==> config.mk <==
export PLATFORM = sky130hd
export DESIGN_NAME = pp_prefix_adder
export DESIGN_NICKNAME = d
export VERILOG_FILES = /design/src/rtl/pp_prefix_adder.sv
export SDC_FILE = /design/constraint.sdc
export NUM_CORES = 1
export LEC_CHECK = 0
export BUFFER_PORTS_ARGS = -buffer_cell sky130_fd_sc_hd__buf_2
export CAP_MARGIN = 20
export CORE_MARGIN = 2
export CORE_UTILIZATION = 55
export DETAILED_ROUTE_END_ITERATION = 10
export PLACE_DENSITY_LB_ADDON = 0.12
export SLEW_MARGIN = 20
export SYNTH_ARGS = -nofsm -noshare
export SYNTH_HDL_FRONTEND = slang
export SYNTH_SLANG_ARGS = --single-unit
==> constraint.sdc <==
create_clock -name clk -period 2.1 [get_ports clk]
set_clock_uncertainty 0.2 [all_clocks]
set_input_delay 0.315 -clock clk [delete_from_list [all_inputs] [get_ports clk]]
set_output_delay 0.315 -clock clk [all_outputs]
set_load 0.005 [all_outputs]
==> src/rtl/pp_prefix_adder.sv <==
// Pipelined Kogge-Stone adder/subtractor with a valid/ready stream.
// pg stage, registered prefix-tree groups, then a sum/carry-out stage.
`timescale 1ns/1ps
module pp_prefix_adder #(
    parameter int WIDTH      = 16,
    parameter int PIPE_EVERY = 2
) (
    input  logic             clk,
    input  logic             rst_n,
    input  logic             in_valid,
    output logic             in_ready,
    input  logic [WIDTH-1:0] a,
    input  logic [WIDTH-1:0] b,
    input  logic             cin,
    input  logic             sub,
    output logic             out_valid,
    input  logic             out_ready,
    output logic [WIDTH-1:0] sum,
    output logic             cout
);
    localparam int LOG2W = $clog2(WIDTH);
    localparam int NSTG  = (LOG2W + PIPE_EVERY - 1) / PIPE_EVERY;

    // Position 0 of every pg vector is the carry-in (bit -1); bit i sits at i+1.
    logic             adv;
    logic [WIDTH-1:0] bx;
    logic             c0;
    logic [WIDTH:0]   g0;
    logic [WIDTH:0]   p0;
    logic             sv [0:NSTG];
    logic [WIDTH:0]   sg [0:NSTG];
    logic [WIDTH:0]   sp [0:NSTG];
    logic [WIDTH-1:0] so [0:NSTG];
    logic [WIDTH-1:0] sum_d;
    logic             cout_d;

    assign adv      = !out_valid || out_ready;
    assign in_ready = adv;

    assign bx = sub ? ~b : b;
    assign c0 = sub | cin;
    assign g0 = {a & bx, c0};
    assign p0 = {a ^ bx, 1'b0};

    // Stage 0: capture per-bit generate/propagate on an input transfer
    always_ff @(posedge clk or negedge rst_n) begin
        if (!rst_n) begin
            sv[0] <= 1'b0;
            sg[0] <= '0;
            sp[0] <= '0;
            so[0] <= '0;
        end else if (adv) begin
            sv[0] <= in_valid;
            if (in_valid) begin
                sg[0] <= g0;
                sp[0] <= p0;
                so[0] <= a ^ bx;
            end
        end
    end

    for (genvar k = 0; k < LOG2W; k++) begin : lv
        localparam int SPAN = 1 << k;
        logic [WIDTH:0] gi;
        logic [WIDTH:0] pi;
        logic [WIDTH:0] go;
        logic [WIDTH:0] po;
        if (k % PIPE_EVERY == 0) begin : g_reg
            assign gi = sg[k / PIPE_EVERY];
            assign pi = sp[k / PIPE_EVERY];
        end else begin : g_chain
            assign gi = lv[k-1].go;
            assign pi = lv[k-1].po;
        end
        for (genvar j = 0; j <= WIDTH; j++) begin : bt
            if (j >= SPAN) begin : g_dot
                assign go[j] = gi[j] | (pi[j] & gi[j-SPAN]);
                assign po[j] = pi[j] & pi[j-SPAN];
            end else begin : g_pass
                assign go[j] = gi[j];
                assign po[j] = pi[j];
            end
        end
    end

    for (genvar r = 1; r <= NSTG; r++) begin : st
        localparam int END = (r * PIPE_EVERY < LOG2W) ? r * PIPE_EVERY : LOG2W;
        localparam int LV  = END - 1;
        // Register the result of one group of prefix levels
        always_ff @(posedge clk or negedge rst_n) begin
            if (!rst_n) begin
                sv[r] <= 1'b0;
                sg[r] <= '0;
                sp[r] <= '0;
                so[r] <= '0;
            end else if (adv) begin
                sv[r] <= sv[r-1];
                if (sv[r-1]) begin
                    sg[r] <= lv[LV].go;
                    sp[r] <= lv[LV].po;
                    so[r] <= so[r-1];
                end
            end
        end
    end

    // With the carry-in as an extra position the top group can fall one
    // span short of it; its propagate then still reaches down to c0.
    assign sum_d  = so[NSTG] ^ sg[NSTG][WIDTH-1:0];
    assign cout_d = sg[NSTG][WIDTH] | (sp[NSTG][WIDTH] & sg[NSTG][0]);

    // Output stage: sum and carry-out, held while the sink stalls
    always_ff @(posedge clk or negedge rst_n) begin
        if (!rst_n) begin
            out_valid <= 1'b0;
            sum       <= '0;
            cout      <= 1'b0;
        end else if (adv) begin
            out_valid <= sv[NSTG];
            if (sv[NSTG]) begin
                sum  <= sum_d;
                cout <= cout_d;
            end
        end
    end
endmodule

Word-level counts from Yosys, hierarchy flattened --
Cells that the tools add are included.
Storage, ports and cells: bits in registers 134, bits in latches 0, memory bits (writable) 0, bits in read-only memories 0, bits of input ports 38, output and inout bits 19, word-level logic and storage cells 172, memories kept 0
Operators by class: $add $sub $neg 0, multiply operators 0, div/mod/pow operators 0, magnitude comparators 0, eq/ne operators 0, shift-type cells 0, mux-type cells 1, bitwise gates (word level) 151, reduce and logical (&&, ||, !) cells 6
Operators with widths (number):
- 1-bit AND | 92
- 1-bit bitwise OR | 55
- 16-bit bitwise XOR | 2
- 16-bit AND | 1
- 16-bit 2-to-1 mux | 1
- 16-bit NOT | 1
- 2-bit AND reduction | 4
- 1-bit zero test | 1
- 1-bit logical OR | 1

Logic depth before layout (Yosys ltp) --
depth in word-level cells 4, depth in mapped cells 7, depth with buffers taken out 4

Worst setup path after synthesis --
No wires, ideal clock.
kind input to register, start point in sub, end point reg so[37] in the netlist's numbering, arrival 1.418 ns, data required time 1.775 ns, setup slack 0.357 ns, cell stages on the path 5, path buffers 2, cell sequence buf_2 > buf_2 > xor2_1 > ha_1 > mux2_4
On the way: word-level cells in the longest chain between the ends 2
Ends and longest elaborated chain:
- start: declaration | RTL line 15 | input logic sub,
- 16-bit 2-to-1 mux | RTL line 40 | assign bx = sub ? ~b : b;
- 16-bit bitwise XOR
- net p0[6] | RTL line 29 | logic [WIDTH:0] p0;
- end: declaration | RTL line 33 | logic [WIDTH-1:0] so [0:NSTG];
The timed path passes the listed nets, and every way through them passes these cells. A chain may end at the register's enable or synchronous reset.

Worst setup path in the final report --
start point reg out_valid, end point out in_ready
On the way: word-level cells in the longest chain between the ends 2
Ends and longest elaborated chain:
- start: declaration | RTL line 16 | output logic out_valid,
- start signal: assignment | RTL line 119 | out_valid <= sv[NSTG];
- 1-bit zero test | RTL line 37 | assign adv = !out_valid || out_ready;
- 1-bit logical OR | RTL line 37
- end: declaration | RTL line 11 | output logic in_ready,
No other way between the ends.

==> results.toml <==
[power_and_ir_drop]
cellLeakagePower_nw = 3.35
p_int_mw = 7.46
p_comb_frac = 0.310
pwr-share-seq = 0.427
peakVddDrop_mv = 0.628
p_total_mw = 11.0
powerDensity_nw_per_um2 = 1500
switching_share = 0.324
p_switching_mw = 3.58
clockPowerShare = 0.264

[clock_network]
cts_sinks = 134
cts_buffer_depth = 2
cts_root_buffer = "clkbuf_8"
clk_latency_ps = 530
clk_pin_slew_ps = 60
cts_tree = "done"
cts_buffers = 17
htree_levels = 4

[drt]
drc = 0
wire_per_inst_um = 17.4
first_iter_violations = 230
vias_per_cell = 5.59
drt-pass1-iter-count = 5
ant_nets = 0
routed_wirelength_um = 12300
vias = 3971

[place]
dp_hpwl_um = 8510
place_area_um2 = 6560
dpl_worst_slack_ps = 287
dp_cells = 658
port_buffers = 56
globalplace.congestion = 0.846

[timing]
rsz0062_at_grt = "no"
final.setup.tns_ps = 0
tightest_slew_ps = 625
fin_crit_ps = 1950
fin_ws_ps = 154
relSlewSlack = 0.584
finalMaxSlewViolations = 0
setup_violations = 0
fmax_mhz = 514
fin_crit_sh = 0.927
hold_viol_final = 0

[setup_path]
arrival_ps = 1430
crit_type = "reg -> out"
start_kind = "flop"
rrSetupSlack_ps = 170
worst_ep_required_time_ps = 1580
cp_max_fo = 24
end_kind = "output pin"
slowest_delay_ps = 330
crit_slowest_cell = "dfrtp_1"
crit_chain = "nor2b_4, clkinv_4, buf_12, buf_2"

[global_route]
grt_usage = 0.231
overflow = 0
antenna_found_initial = 0
grt_pass1_wl_um = 20700
grt_pass1_vias = 3942
grt_max_degree = 89

[flow_run]
cap_violations = 0

[layout]
final_cell_area_um2 = 7350
drive_gt1_frac = 0.325
area_growth_syn_to_layout_pct = 20.7
fin_nets = 611
final_cells = 710
diodes = 0

[synthesis]
synth_top_flop_cell = "dfrtp_1"
synth_fp_nets = 526
netlist_area_um2 = 6090
synth-seq-area-share = 0.551
async_reset_ff_frac = 1.00
yosys_warnings = 0
ys_ff_latch = 134
yosysUniqueCellTypes = 38
synth_area_per_cell_um2 = 12.9
synth_edf_count = 0
synthCells = 472

[worst_hold_path]
min-delay-path-class = "in -> reg"

[die]
die_w_um = 109
placementRows = 38
boundaryPins = 57
coreArea_um2 = 10800
start_util = 0.562
fp.dieH_um = 109
die_area_um2 = 11900

[outcome]
status = "finished, final reports clean"
[flip-flops by register name (all words and copies together) (netlist names), 3 cells and up]
register	flops
sg	17
lv.gi	34
so	48
lv.pi	13
sv	3
sum	16
[critical path, delay by kind of cell (launching register included)]
family | cells | cell delay (ps)
buf+inv | 3 | 380
flops | 1 | 330
simple gates | 1 | 190
[cell usage after synthesis, types with 2 or more instances]
cell / number / area share
ha_1: 16 / 0.033
clkbuf_1: 5 / 0.0031
xor2_1: 16 / 0.023
a21o_1: 4 / 0.0049
inv_2: 2 / 0.0012
nand2_1: 16 / 0.0099
dfrtp_1: 134 / 0.55
a31oi_1: 6 / 0.0062
nand4_1: 5 / 0.0051
o31ai_1: 9 / 0.011
buf_4: 4 / 0.0049
mux2_2: 30 / 0.055
o31a_1: 3 / 0.0043
buf_6: 7 / 0.013
mux2_1: 8 / 0.015
a21boi_0: 3 / 0.0037
nand2_4: 2 / 0.0037
nand3_1: 5 / 0.0041
buf_2: 8 / 0.0066
mux2_4: 43 / 0.11
a21oi_1: 65 / 0.053
nor2_1: 3 / 0.0018
o21ai_0: 48 / 0.039
xnor2_1: 16 / 0.023
[power groups by stage]
stage                     logic, mW  clock network [mW]  registers (mW)
after floorplan                2.64                   0            4.37
after global placement         3.29                   0            4.70
after detailed placement       3.39                   0            4.74
after CTS                      3.45                2.95            4.71
after global routing           3.81                3.06            4.87
final                          3.42                2.91            4.71
[layout make-up]
| cell class | count | area [um2] |
|---|---|---|
| Clock buffer | 18 | 428 |
| Clock inverter | 14 | 159 |
| Fill cell | 808 | 3490 |
| Inverter | 4 | 20.0 |
| Multi-Input combinational cell | 310 | 2550 |
| Sequential cell | 134 | 3350 |
| Tap cell | 140 | 175 |
| Timing Repair Buffer | 90 | 661 |
[through the flow]
stage,utilization,hold WS [ps]
4_1_cts,0.677,27.8
2_1_floorplan,-,-181
3_3_place_gp,0.605,123
5_1_grt,0.678,59.4
6_report,0.678,51.0
3_5_place_dp,0.605,126
[cell usage in the layout, fill, tap and decap left out, types with 2 or more instances in the layout]
master / n
ha_1: 16
nand3_1: 5
a21boi_0: 3
clkbuf_8: 2
a21o_1: 4
nand2_1: 16
buf_4: 10
mux2_2: 30
o31a_1: 3
a31oi_1: 6
a21oi_1: 65
mux2_1: 8
xor2_1: 16
inv_2: 2
bufinv_16: 3
nor2_1: 3
xnor2_1: 16
dfrtp_1: 134
buf_2: 55
o31ai_1: 9
o21ai_0: 48
clkinvlp_4: 4
buf_12: 6
mux2_4: 43
nand2_4: 2
clkbuf_16: 16
clkinv_2: 6
nand4_1: 5
clkinv_4: 2
dlygate4sd3_1: 19
[path summary, 6_finish.rpt]
check | from | depth (start not counted) | endpoint
max | out_valid | 4 | in_ready
min | out_ready | 5 | sv[0]
max reg2reg | out_valid | 6 | lv[0].gi[0]
min reg2reg | lv[2].pi[13] | 2 | lv[2].pi[13]
max in group asynchronous | rst_n | 3 | lv[2].gi[13]
min in group asynchronous | rst_n | 3 | sum[3]
[metal layers]
layer,global-route usage,part of all wire,vias up
met3,0.0604,0.050,15
met2,0.343,0.46,110
met4,0.0678,0.011,0
met5,0,0,-
li1,-,-,1887
met1,0.336,0.48,1959
[cells by family after synthesis]
group / after synthesis / synth area share
xor gates and xnor gates: 32 / 0.0460
and+or+nand+nor: 39 / 0.0347
DFF: 134 / 0.551
buffers and inverters: 28 / 0.0304
AOI/OAI and AO/OA: 142 / 0.129
muxes: 81 / 0.176
adders and majority gates: 16 / 0.0329
[timing repair]
item                                    CTS  global route
endpoints found under the setup margin    0             1
buffers inserted                          0             1
hold buffers                             19             0
resized for setup                         0             2
endpoints found under the hold margin   167             0
Note: power is estimated with default switching activity, not from simulation.
